`src/rtl/fly_hit_scanner_if.sv`:
```
// ---------------------------------------------------------------------------
// fly_hit_scanner_if
//   Hit report handshake between the fly hit scanner and the fly enemy
//   controller.
//   hit_valid      : scanner -> controller, a hit is pending
//   hit_idx        : scanner -> controller, index of the hit fly
//   hit_ack        : controller -> scanner, fly hit_idx has been killed
//   bullet_consume : scanner -> controller, one-cycle pulse, retire bullet
// ---------------------------------------------------------------------------
interface fly_hit_scanner_if;
    logic       hit_valid;
    logic [4:0] hit_idx;
    logic       hit_ack;
    logic       bullet_consume;

    modport master (
        output hit_valid,
        output hit_idx,
        output bullet_consume,
        input  hit_ack
    );

    modport slave (
        input  hit_valid,
        input  hit_idx,
        input  bullet_consume,
        output hit_ack
    );
endinterface

```
`src/rtl/fly_hit_scanner.sv`:
```
// ---------------------------------------------------------------------------
// fly_hit_scanner
//   Once per frame, walks the fly slots one per clock and compares each live
//   fly against the bullet box latched at frame start. The first (lowest
//   index) overlap is reported through the hit handshake; on acknowledge the
//   bullet is retired and a saturating score is bumped.
//
//   clk25          : pixel clock, all state changes on rising edge
//   reset_n        : asynchronous active-low reset
//   frame_tick     : one-cycle frame pulse, starts a scan from IDLE
//   fly_x_flat     : fly i x at [i*10 +: 10]
//   fly_y_flat     : fly i y at [i*10 +: 10]
//   fly_alive_flat : fly i alive at bit i
//   bullet_x/y     : bullet top-left corner
//   bullet_active  : bullet is in flight
//   hit            : hit report handshake (master side)
//   scan_done      : one-cycle pulse at the end of every scan
//   score          : acknowledged hits, saturating at SCORE_MAX
//   scan_overrun   : sticky, frame_tick seen while not IDLE
// ---------------------------------------------------------------------------
module fly_hit_scanner #(
    parameter int N_FLY     = 17,
    parameter int FLY_W     = 32,
    parameter int FLY_H     = 32,
    parameter int BUL_W     = 2,
    parameter int BUL_H     = 8,
    parameter int SCORE_MAX = 9999
) (
    input  logic                  clk25,
    input  logic                  reset_n,
    input  logic                  frame_tick,
    input  logic [10*N_FLY-1:0]   fly_x_flat,
    input  logic [10*N_FLY-1:0]   fly_y_flat,
    input  logic [N_FLY-1:0]      fly_alive_flat,
    input  logic [9:0]            bullet_x,
    input  logic [9:0]            bullet_y,
    input  logic                  bullet_active,
    fly_hit_scanner_if.master     hit,
    output logic                  scan_done,
    output logic [13:0]           score,
    output logic                  scan_overrun
);

    typedef enum logic [1:0] {IDLE, SCAN, REPORT, DONE} state_t;

    state_t     state, state_nxt;
    logic [4:0] idx;
    logic [9:0] bx, by;
    logic [9:0] fx, fy;
    logic       alive;
    logic       hit_now;

    // Current fly selected by idx. Constant part-selects in a loop keep the
    // mux free of out-of-range reads.
    // NOTE: every combinational output gets a default first so that no path
    // leaves a value unassigned, which would otherwise infer a latch.
    always_comb begin
        fx    = '0;
        fy    = '0;
        alive = 1'b0;
        for (int i = 0; i < N_FLY; i++) begin
            if (idx == 5'(i)) begin
                fx    = fly_x_flat[i*10 +: 10];
                fy    = fly_y_flat[i*10 +: 10];
                alive = fly_alive_flat[i];
            end
        end
    end

    // Box overlap on 11-bit sums so fx+FLY_W near the screen edge cannot wrap.
    always_comb begin
        hit_now = alive
               && ({1'b0, bx} < ({1'b0, fx} + 11'(FLY_W)))
               && ({1'b0, fx} < ({1'b0, bx} + 11'(BUL_W)))
               && ({1'b0, by} < ({1'b0, fy} + 11'(FLY_H)))
               && ({1'b0, fy} < ({1'b0, by} + 11'(BUL_H)));
    end

    always_comb begin
        state_nxt = state;
        case (state)
            IDLE:    if (frame_tick) state_nxt = bullet_active ? SCAN : DONE;
            SCAN: begin
                if (hit_now)                     state_nxt = REPORT;
                else if (idx == 5'(N_FLY - 1))   state_nxt = DONE;
            end
            REPORT:  if (hit.hit_ack) state_nxt = DONE;
            DONE:    state_nxt = IDLE;
            default: state_nxt = IDLE;
        endcase
    end

    // NOTE: all state below is updated with non-blocking assignments so every
    // register samples pre-edge values regardless of statement order.
    always_ff @(posedge clk25 or negedge reset_n) begin
        if (!reset_n) begin
            state              <= IDLE;
            idx                <= '0;
            bx                 <= '0;
            by                 <= '0;
            hit.hit_valid      <= 1'b0;
            hit.hit_idx        <= '0;
            hit.bullet_consume <= 1'b0;
            scan_done          <= 1'b0;
            score              <= '0;
            scan_overrun       <= 1'b0;
        end else begin
            state              <= state_nxt;
            hit.bullet_consume <= 1'b0;
            // scan_done trails the DONE state by one cycle.
            scan_done          <= (state == DONE);

            if (frame_tick && state != IDLE) scan_overrun <= 1'b1;

            case (state)
                IDLE: begin
                    if (frame_tick && bullet_active) begin
                        bx  <= bullet_x;
                        by  <= bullet_y;
                        idx <= '0;
                    end
                end
                SCAN: begin
                    if (hit_now) begin
                        hit.hit_valid <= 1'b1;
                        hit.hit_idx   <= idx;
                    end else begin
                        idx <= idx + 5'd1;
                    end
                end
                REPORT: begin
                    if (hit.hit_ack) begin
                        hit.hit_valid      <= 1'b0;
                        hit.bullet_consume <= 1'b1;
                        if (score < 14'(SCORE_MAX)) score <= score + 14'd1;
                    end
                end
                default: ;
            endcase
        end
    end

endmodule

```
`src/flat_wrapper.sv`:
```
// flat-port wrapper written by rule: the top's interface ports become plain ports
module fly_hit_scanner_flat 
#(
    parameter int N_FLY     = 17,
    parameter int FLY_W     = 32,
    parameter int FLY_H     = 32,
    parameter int BUL_W     = 2,
    parameter int BUL_H     = 8,
    parameter int SCORE_MAX = 9999
)
  (clk25, reset_n, frame_tick, fly_x_flat, fly_y_flat, fly_alive_flat, bullet_x, bullet_y, bullet_active, scan_done, score, scan_overrun, hit_hit_valid, hit_hit_idx, hit_bullet_consume, hit_hit_ack);
  fly_hit_scanner_if hit_i ();
  input  logic clk25;
  input  logic reset_n;
  input  logic frame_tick;
  input  logic [10*N_FLY-1:0] fly_x_flat;
  input  logic [10*N_FLY-1:0] fly_y_flat;
  input  logic [N_FLY-1:0] fly_alive_flat;
  input  logic [9:0] bullet_x;
  input  logic [9:0] bullet_y;
  input  logic bullet_active;
  output logic scan_done;
  output logic [13:0] score;
  output logic scan_overrun;
  output wire logic [$bits(hit_i.hit_valid)-1:0] hit_hit_valid;
  output wire logic [$bits(hit_i.hit_idx)-1:0] hit_hit_idx;
  output wire logic [$bits(hit_i.bullet_consume)-1:0] hit_bullet_consume;
  input wire logic [$bits(hit_i.hit_ack)-1:0] hit_hit_ack;
  assign hit_hit_valid = hit_i.hit_valid;
  assign hit_hit_idx = hit_i.hit_idx;
  assign hit_bullet_consume = hit_i.bullet_consume;
  assign hit_i.hit_ack = hit_hit_ack;
  fly_hit_scanner #(.N_FLY(N_FLY), .FLY_W(FLY_W), .FLY_H(FLY_H), .BUL_W(BUL_W), .BUL_H(BUL_H), .SCORE_MAX(SCORE_MAX)) u_core (.clk25(clk25), .reset_n(reset_n), .frame_tick(frame_tick), .fly_x_flat(fly_x_flat), .fly_y_flat(fly_y_flat), .fly_alive_flat(fly_alive_flat), .bullet_x(bullet_x), .bullet_y(bullet_y), .bullet_active(bullet_active), .hit(hit_i), .scan_done(scan_done), .score(score), .scan_overrun(scan_overrun));
endmodule
```
`config.mk`:
```
export PLATFORM = sky130hd
export DESIGN_NAME = fly_hit_scanner_flat
export DESIGN_NICKNAME = d
export VERILOG_FILES = /design/src/rtl/fly_hit_scanner_if.sv /design/src/rtl/fly_hit_scanner.sv /design/src/flat_wrapper.sv
export SDC_FILE = /design/constraint.sdc
export NUM_CORES = 1
export LEC_CHECK = 0
export BUFFER_PORTS_ARGS = -buffer_cell sky130_fd_sc_hd__buf_2
export CAP_MARGIN = 30
export CORE_AREA = 2 2 157 159
export DETAILED_ROUTE_END_ITERATION = 6
export DIE_AREA = 0 0 159 161
export MAX_ROUTING_LAYER = met4
export PLACE_DENSITY = 0.71
export SLEW_MARGIN = 5
export SYNTH_ARGS = -nofsm -noshare
export SYNTH_HDL_FRONTEND = slang
export SYNTH_SLANG_ARGS = --single-unit
```
`constraint.sdc`:
```
create_clock -name clk25 -period 6.6 [get_ports clk25]
set_input_delay 0.66 -clock clk25 [delete_from_list [all_inputs] [get_ports clk25]]
set_output_delay 0.66 -clock clk25 [all_outputs]
set_load 0.01 [all_outputs]
```
Word-level counts from Yosys, hierarchy flattened
Index checks and enable logic that the tools add are counted.
{"block": "totals", "reg_bits": 50, "wordCells": 128}
{"block": "classes", "n_reduce_logical": 17, "n_mux": 65, "n_eq_ne": 25, "n_lt_le_gt_ge": 5, "addsub": 6}
{"op": "10-bit 2-to-1 mux", "count": 34}
{"op": "10-bit by 11-bit less-than comparator with 1-bit output", "count": 4}
{"op": "5-bit by 4-bit == test with 1-bit output, second input constant", "count": 8}
{"op": "10-bit by 6-bit adder with 11-bit output, second input constant", "count": 2}
{"op": "1-bit 2-to-1 mux", "count": 21}
{"op": "5-bit by 3-bit == test with 1-bit output, second input constant", "count": 4}
{"op": "14-bit by 1-bit adder with 14-bit output, second input constant", "count": 1}
{"op": "14-bit less-than comparator, second input constant", "count": 1}
{"op": "3-bit AND reduction", "count": 4}
{"op": "10-bit by 2-bit adder with 11-bit output, second input constant", "count": 1}
{"op": "10-bit by 4-bit adder with 11-bit output, second input constant", "count": 1}
{"op": "5-bit by 2-bit == test with 1-bit output, second input constant", "count": 2}
{"op": "2-bit 2-to-1 mux", "count": 5}
{"op": "5-bit 2-to-1 mux", "count": 2}
{"op": "5-bit case mux with 2 select lines", "count": 1}
{"op": "2-bit case mux with 4 select lines", "count": 1}
{"op": "1-bit logical AND", "count": 6}
{"op": "2-bit inequality test, second input constant", "count": 3}
{"op": "2-bit nonzero test", "count": 3}
{"op": "5-bit by 1-bit adder with 5-bit output, second input constant", "count": 1}
{"op": "5-bit by 1-bit == test with 1-bit output, second input constant", "count": 1}
{"op": "5-bit == test, second input constant", "count": 1}
{"op": "5-bit logical NOT", "count": 1}
{"op": "2-bit == test, second input constant", "count": 2}
{"op": "6 further kinds", "count": 8}

Longest topological paths before layout
Gate-level depths: netlist of run 1.
{"block": "depth", "ltp_word": 26, "ltp_mapped": 29, "depth_no_buf": 22}

Least setup slack after synthesis of run 1
OpenSTA, ideal clock, no wires.
{"block": "synth_timing", "path_kind": "flip-flop to flip-flop", "startpoint": "register u_core.idx[0]", "endpoint": "register u_core.hit.hit_idx[2]", "setup_slack_ns": 1.314, "stages_incl_launch_ff": 25, "path_buffers": 3, "t_arrival_ns": 5.161, "setup_time_ns": 0.125, "cell_sequence": "dfrtp_1 > inv_1 > ha_1 > nor2b_1 > clkbuf_1 > clkbuf_1 > a32o_1 > mux2i_1 > o211ai_1 > o211ai_1 > a211oi_1 > a2111oi_0 > nor2_1 > a211oi_1 > o41a_1 > ha_1 > a21o_1 > a21o_1 > a21oi_1 > nor2_1 > or4_1 > a221o_1 > or2_1 > buf_2 > mux2_4"}
{"block": "synth_via", "elab_chain_cells": 25, "elab_cells_between_ends": 79}
{"element": "start, declared", "line": "fly_hit_scanner.sv:47", "text": "logic [4:0] idx;"}
{"element": "start signal, assigned", "line": "fly_hit_scanner.sv:128", "text": "idx <= idx + 5'd1;"}
{"element": "5-bit logical NOT", "line": "fly_hit_scanner.sv:62", "text": "if (idx == 5'(i)) begin"}
{"element": "10-bit 2-to-1 mux (17 in series)", "line": "fly_hit_scanner.sv:62"}
{"element": "10-bit by 6-bit adder with 11-bit output", "line": "fly_hit_scanner.sv:73", "text": "&& ({1'b0, bx} < ({1'b0, fx} + 11'(FLY_W)))"}
{"element": "10-bit by 11-bit less-than comparator with 1-bit output", "line": "fly_hit_scanner.sv:73"}
{"element": "1-bit logical AND", "line": "fly_hit_scanner.sv:73"}
{"element": "1-bit logical AND", "line": "fly_hit_scanner.sv:74", "text": "&& ({1'b0, fx} < ({1'b0, bx} + 11'(BUL_W)))"}
{"element": "1-bit logical AND", "line": "fly_hit_scanner.sv:75", "text": "&& ({1'b0, by} < ({1'b0, fy} + 11'(FLY_H)))"}
{"element": "1-bit logical AND (*)", "line": "fly_hit_scanner.sv:76", "text": "&& ({1'b0, fy} < ({1'b0, by} + 11'(BUL_H)));"}
{"element": "2-bit AND reduction (no line) (*)"}
{"element": "end signal, assigned", "line": "fly_hit_scanner.sv:126", "text": "hit.hit_idx <= idx;"}
{"element": "end, declared", "line": "fly_hit_scanner_if.sv:18", "text": "output hit_idx,"}
Every way passes the cells marked *; elsewhere a longest branch is shown, timed or not.
A chain may end at the register's enable or synchronous reset.

Worst setup path after layout of run 1
Ends and elaborated chain as after synthesis.

==> results of run 1 <==
-- routing by layer --
layer  track usage (%)  up-vias  share of wire, %
met3              7.22       74                10
met4              6.98        0               1.8
li1                  -     4586                 -
met1              45.2     4961                42
met2              53.4      652                45
met5                 -        -                 0
-- state kept, by name (all words and copies together) (netlist names) --
name,flops
u_core.by,10
u_core.score,14
u_core.scan_done,1
u_core.state,2
u_core.scan_overrun,1
u_core.hit.hit_valid,1
u_core.hit.bullet_consume,1
u_core.hit.hit_idx,5
u_core.idx,5
u_core.bx,10
-- final timing paths --
path                                           from  depth (start not counted)                    end
worst min register to register  u_core.scan_overrun                          1    u_core.scan_overrun
worst max-delay path                  u_core.idx[0]                         18  u_core.hit.hit_idx[2]
min in group clk25              u_core.scan_overrun                          1    u_core.scan_overrun
worst min-delay path                        reset_n                          2       u_core.score[13]
worst max register to register        u_core.idx[0]                         18  u_core.hit.hit_idx[2]
max in group asynchronous                   reset_n                          2          u_core.idx[2]
-- per-stage QoR --
step,instance area [um2],util (%)
floorplan,7440,-
global placement,9830,41.0
detailed placement,9840,41.1
CTS,10000,41.8
global route,10100,42.0
finish,10100,42.0
-- placed cells by master, fill, tap and decap left out, drive strengths merged, types with 6 or more instances in the layout --
| cell | instances |
|---|---|
| nand4bb | 8 |
| o211ai | 24 |
| nand4b | 7 |
| a2111oi | 9 |
| dfrtp | 50 |
| inv | 34 |
| clkbuf | 6 |
| o221ai | 19 |
| and3 | 20 |
| xnor2 | 14 |
| nand2b | 9 |
| xor2 | 16 |
| mux2 | 22 |
| buf | 448 |
| o21ai | 60 |
| a21o | 17 |
| diode | 11 |
| a221oi | 26 |
| a211oi | 25 |
| nand4 | 9 |
| a31oi | 7 |
| nor2b | 8 |
| ha | 50 |
| o22ai | 28 |
| a22oi | 21 |
| a32oi | 10 |
| o21a | 6 |
| nand2 | 61 |
| nand3 | 34 |
| a221o | 7 |
| nor2 | 78 |
| a21oi | 83 |
| or2 | 9 |
| o311ai | 7 |
| nor3 | 28 |
-- synthesized netlist by cell type (all sizes together) (5+ instances only) --
master,count,area (um2)
a2111oi,9,85.1
a211o,5,43.8
a211oi,25,198
a21o,17,128
a21oi,83,419
a221o,7,70.1
a221oi,26,228
a22oi,21,163
a31oi,7,43.8
a32oi,10,87.6
and3,20,125
and4bb,5,62.6
buf,43,248
clkbuf,37,140
dfrtp,50,1250
ha,50,626
inv,33,124
mux2,22,251
nand2,61,229
nand2b,9,56.3
nand3,34,175
nand3b,5,50.1
nand4,9,56.3
nand4b,7,67.6
nand4bb,8,90.1
nor2,78,295
nor2b,8,50.1
nor3,28,145
nor4,5,31.3
o211ai,24,180
o21a,6,45.0
o21ai,60,304
o221ai,19,166
o22ai,28,175
o311ai,7,61.3
o31ai,5,37.5
or2,9,56.3
xnor2,14,123
xor2,16,140
-- report_power, final --
part / internal [mW] / leakage, nW / total, mW / switching [mW]
combinational: 1.33 / 4.06 / 3.20 / 1.87
sequential: 0.414 / 0.631 / 0.596 / 0.182
clock: 0.191 / 0.0875 / 0.314 / 0.123
-- logic make-up after synthesis --
kind of cell / count (synthesis)
AOI/OAI and AO/OA: 392
and+or+nand+nor: 314
buffers and inverters: 114
adders and majority gates: 50
DFF: 50
xor gates and xnor gates: 30
muxes: 24
-- layout make-up --
cell class | count | area share [%]
multi-input combinational | 810 | 56.7
timing repair buffer | 448 | 23.5
sequential | 50 | 12.5
tap | 324 | 4.03
clock buffer | 6 | 1.38
inverter | 34 | 1.27
clock inverter | 2 | 0.386
antenna | 11 | 0.274
-- critical path, delay by kind of cell (launching register included) --
family	cells	cell delay (ns)
compound gates	4	1.58
buf+inv	4	1.36
flops	1	0.42
xor+xnor	1	0.16
fa+ha+maj	2	0.69
mux	1	0.33
simple gates	6	1.60
==> out/metrics.cfg, run 1 <==
[setup_path]
path_cells = inv_1 -> ha_1 -> buf_4 -> clkinv_1 -> nor3_1 -> nor3_1 -> a2111oi_1 -> buf_4 -> o21ai_1 -> nand3_1 -> xor2_1 -> ha_1 -> a21oi_1 -> nor2b_1 -> or4_1 -> a221o_1 -> or2_1 -> mux2_4
path_class = reg -> reg
reg2reg_slack_ns = 0.33
cpPeakStageDelay_ns = 0.71
startpoint_type = register
crit_fanout = 30
critical_path_required_ns = 6.78
critPathArrivalTime_ns = 6.45
endpoint_kind = register
cp_slowest_cell = a2111oi_1

[place]
hpwl_um = 36600
numPortBuffers = 404
gp_congestion = 1.05
dp_cells = 1666
post-place-ws_ns = 0.278

[route]
drtAntennaViolNets = 0
dr_total_vias = 10300
drt_pass1_iterations = 6
wl_per_cell_um = 26.3
drc = 0
wl_um = 44300
viasPerCell = 6.10
drt-initial-drc-count = 1305

[layout]
drive_above_1_share_pct = 38.2
fillers = 2534
syn_to_final_growth_pct = 35.2
regArea_mm2 = 0.00125
nets = 1781
multiInputGateArea_mm2 = 0.00571
layoutNonFillerInstCount = 1685

[yosys]
async_flop_share_pct = 100
synth_edf_count = 0
avgSynthCellArea_um2 = 7.64
ys_seq_area_share_pct = 16.8
ys.flop_type = dfrtp_1
synth_top_family_by_area = compound AO/OA/AOI/OAI gates
synth_cells = 974
synth_fa_ha_area_share_pct = 8.41
ys_types = 91
synth-xor-area-share_pct = 3.53
netlist_area_mm2 = 0.00744
ys_warn_count = 0
muxShareOfSynthArea_pct = 3.65
synth-simple-area-share_pct = 23.8
synth_compound_area_share_pct = 36.9
synth_fp_nets = 1406
ys_ff_latch = 50

[die]
coreArea_mm2 = 0.0240
design.die.area_mm2 = 0.0256
rows = 57
io_pins = 405
die_h_um = 161
start_util_pct = 31.0
fp.dieW_um = 159

[sta]
finalHoldViolCount = 0
finalSetupTns_ns = 0
finalWorstSetupSlack_ns = 0.331
max_freq_ghz = 0.160
slew-limit-headroom_pct = 33.0
rsz0062_at_grt = no
final_max_slew_viol_count = 0
worst_slew_pin_slew_ns = 0.995
hold_slack_ns = 0.475
fin_crit_ns = 6.27
period_share_pct = 95.0
setup_viol = 0
fin_skew_ns = 0.00664

[global_routing]
antenna_found_initial = 10
track_usage_pct = 34.0
grt_pass1_vias = 10000
grt_start_max_net_pins = 51
overflow = 0
grt_pass1_wl_um = 64200

[clocking]
hold_buffers = 0
htreeDepth = 2
cts_max_path_buffers = 2
cts_resized = 0
clock-sinks = 50
post_cts_buffers = 0
clk_pin_slew_ns = 0.07
tritoncts = built
insertion_delay_ns = 0.29
numCtsBuffers = 5
clockRootBuffer = clkbuf_16

[flow_run]
drv_cap = 0

[power_and_ir_drop]
p_leak_nw = 4.78
powerDensity_mw_per_mm2 = 408
ir_worst_vdd_uv = 183
total_power_mw = 4.11

[outcome]
outcome = completed

[worst_hold_path]
hp-class = in -> async

(Power assumes the default switching activity.)
==> inputs of run 2 (changes only) <==
--- a/config.mk
+++ b/config.mk
@@ -11,7 +11,7 @@
 export DETAILED_ROUTE_END_ITERATION = 6
 export DIE_AREA = 0 0 159 161
 export MAX_ROUTING_LAYER = met4
-export PLACE_DENSITY = 0.71
+export PLACE_DENSITY = 0.63
 export SLEW_MARGIN = 5
 export SYNTH_ARGS = -nofsm -noshare
 export SYNTH_HDL_FRONTEND = slang
==> run 2 against run 1 <==
Clock power is 15% lower. First-iteration DRC count is 8.9% higher. Cell area increased by 0.14%. Total power shrank 0.91%. Final cell count grew 0.47%. Via count decreased by 0.64%. Utilization rose by 0.057 points. Combinational power is essentially flat. Highest routed layer unchanged. Register-to-register slack better by 0.27 ns. Sequential share of layout area about the same. Count of clock-buffer cells in the layout fell by 1.
==> out/metrics.cfg, run 2 (synthesis gave the netlist of run 1 again) <==
[sta]
setup_viol = 0  ; unchanged
rsz0062_at_grt = no
finalHoldViolCount = 0  ; unchanged
max_freq_ghz = 0.167  ; +4.6%
fin_crit_ns = 5.99  ; -0.275 ns
finalSetupTns_ns = 0  ; unchanged
worst_slew_pin_slew_ns = 0.991  ; -0.00328 ns
slew-limit-headroom_pct = 33.8  ; +0.78 points
final_max_slew_viol_count = 0  ; unchanged
period_share_pct = 90.8  ; -4.2 points
fin_skew_ns = 0.00749  ; +0.000846 ns

[layout]
top_regs = u_core.score x14, u_core.bx x10, u_core.by x10
nets = 1786  ; +0.28%
layoutNonFillerInstCount = 1693  ; +0.47%
syn_to_final_growth_pct = 35.4
largest_reg_flops = 14  ; unchanged
layout_commonest_cell = buf_2
multiInputGateArea_mm2 = 0.00570  ; -0.13%
fillers = 2562  ; +1.1%
final_area_mm2 = 0.0101  ; +0.14%
regArea_mm2 = 0.00125  ; unchanged
drive_above_1_share_pct = 38.3  ; +0.080 points
registers.top_by_ff_count = u_core.score
final_core_utilization_pct = 42.0  ; +0.057 points
layout_common_cells = 404 x buf_2, 82 x a21oi_1, 77 x nor2_1, 61 x nand2_1, 58 x o21ai_0

[global_routing]
grt_start_max_net_pins = 51  ; unchanged
antenna_found_initial = 11  ; +1
overflow = 0  ; unchanged
grt_pass1_vias = 9954  ; -0.56%
grt_pass1_wl_um = 64100  ; -0.12%
track_usage_pct = 33.9  ; about the same

[clocking]
post_cts_buffers = 0  ; unchanged
tritoncts = built
insertion_delay_ns = 0.29  ; about the same
cts_max_path_buffers = 2  ; unchanged
cts_resized = 0  ; unchanged
clock-sinks = 50  ; unchanged
htreeDepth = 2  ; unchanged
clk_pin_slew_ns = 0.08  ; about the same
numCtsBuffers = 5  ; unchanged
hold_buffers = 0  ; unchanged
clockRootBuffer = clkbuf_16

[route]
viasPerCell = 6.03  ; -1.1%
drt_pass1_iterations = 6  ; unchanged
drc = 0  ; unchanged
wl_um = 44400  ; +0.21%
drtAntennaViolNets = 0  ; unchanged
dr_total_vias = 10200  ; -0.64%
wl_per_cell_um = 26.2  ; -0.26%
drt-initial-drc-count = 1421  ; +8.9%

[die]
io_pins = 405  ; unchanged
die_h_um = 161  ; unchanged
fp.dieW_um = 159  ; unchanged
coreArea_mm2 = 0.0240  ; unchanged
rows = 57  ; unchanged
start_util_pct = 31.0  ; unchanged
design.die.area_mm2 = 0.0256  ; unchanged

[outcome]
outcome = completed

[power_and_ir_drop]
internal_power_mw = 1.91  ; -1.3%
switching_power_mw = 2.16  ; -0.54%
powerDensity_mw_per_mm2 = 404  ; -1.0%
p_leak_nw = 4.79  ; +0.29%
total_power_mw = 4.07  ; -0.91%
clkPwrFrac_pct = 6.5  ; -1.1 points
ir_worst_vdd_uv = 188  ; +2.3%
swShare_pct = 53.1  ; +0.19 points
combPwrFrac_pct = 79.4  ; +1.6 points
seq_power_share_pct = 14.1  ; -0.4 points

[place]
dp_cells = 1671  ; +0.30%
place_area_mm2 = 0.00988  ; +0.38%
hpwl_um = 36900  ; +0.92%
gp_congestion = 1.04  ; -0.45%
numPortBuffers = 404  ; unchanged

[setup_path]
endpoint_kind = register
path_class = reg -> reg
startpoint_type = register
critical_path_required_ns = 6.78  ; about the same
crit_fanout = 10  ; -67%
critPathArrivalTime_ns = 6.17  ; -0.28 ns

[flow_run]
drv_cap = 0  ; unchanged

[worst_hold_path]
hp-class = in -> async

[run 2: cell types whose count changed in the layout (fill, tap and decap cells not counted), moves of 2 or more]
cell,delta
ha_2,-2
diode_2,+3
buf_4,+5
ha_1,+2
a2111oi_1,-2
a2111oi_0,+2
clkinv_4,+2
[run 2: routing by layer]
layer	share of wire, %	wire length [um]	GRT usage (%)	vias up
met2	45	19700	53.1	635
met5	0	0	-	-
met3	10	4570	8.60	75
li1	-	-	-	4605
met1	43	18900	44.8	4892
met4	2.5	1120	6.45	0
[run 2: layout make-up]
| class | count | share of cell area (%) |
|---|---|---|
| Multi-Input combinational cell | 810 | 56.6 |
| Antenna cell | 14 | 0.348 |
| Clock buffer | 5 | 1.24 |
| Sequential cell | 50 | 12.4 |
| Tap cell | 324 | 4.03 |
| Clock inverter | 3 | 0.286 |
| Timing Repair Buffer | 453 | 23.8 |
| Inverter | 34 | 1.27 |
[run 2: worst max-delay path, cell delays in order (launching register included)]
cell      delay, ns
dfrtp_1        0.41
inv_1          0.13
ha_1           0.29
nor2b_1        0.79
buf_4          0.29
a32oi_1        0.10
a211oi_1       0.27
a221oi_1       0.08
a211oi_1       0.23
a21oi_1        0.08
o311ai_0       0.64
a21o_1         0.24
inv_1          0.05
ha_1           0.29
a21oi_1        0.17
nor2b_1        0.06
o21ai_0        0.13
nand2_1        0.09
a211o_1        0.28
a41o_1         0.22
a221o_1        0.35
or2_1          0.33
mux2_4         0.33
[run 2: final timing paths]
path                                     startpoint               endpoint  slack, ns  cells past startpoint
worst max-delay path                  u_core.idx[1]  u_core.hit.hit_idx[2]       0.61                     22
worst min-delay path                        reset_n       u_core.score[11]       0.47                      2
worst max register to register        u_core.idx[1]  u_core.hit.hit_idx[2]       0.61                     22
worst min register to register  u_core.scan_overrun    u_core.scan_overrun       0.47                      1
max in group asynchronous                   reset_n          u_core.idx[2]       5.64                      2
min in group clk25              u_core.scan_overrun    u_core.scan_overrun       0.47                      1
[run 2: power groups by stage]
stage               Sequential [mW]  Combinational (mW)  Clock (mW)
floorplan                     0.526                2.11           0
global placement              0.575                3.15           0
detailed placement            0.576                3.15           0
CTS                           0.572                3.17       0.274
global route                  0.589                3.53       0.289
finish                        0.573                3.23       0.266
[run 2: metrics by stage]
step | hold slack (ns) | setup slack [ns]
6_report | 0.467 | 0.606
2_1_floorplan | 0.364 | 1.31
3_5_place_dp | 0.447 | 0.793
3_3_place_gp | 0.439 | 0.837
5_1_grt | 0.500 | 0.257
4_1_cts | 0.469 | 0.741
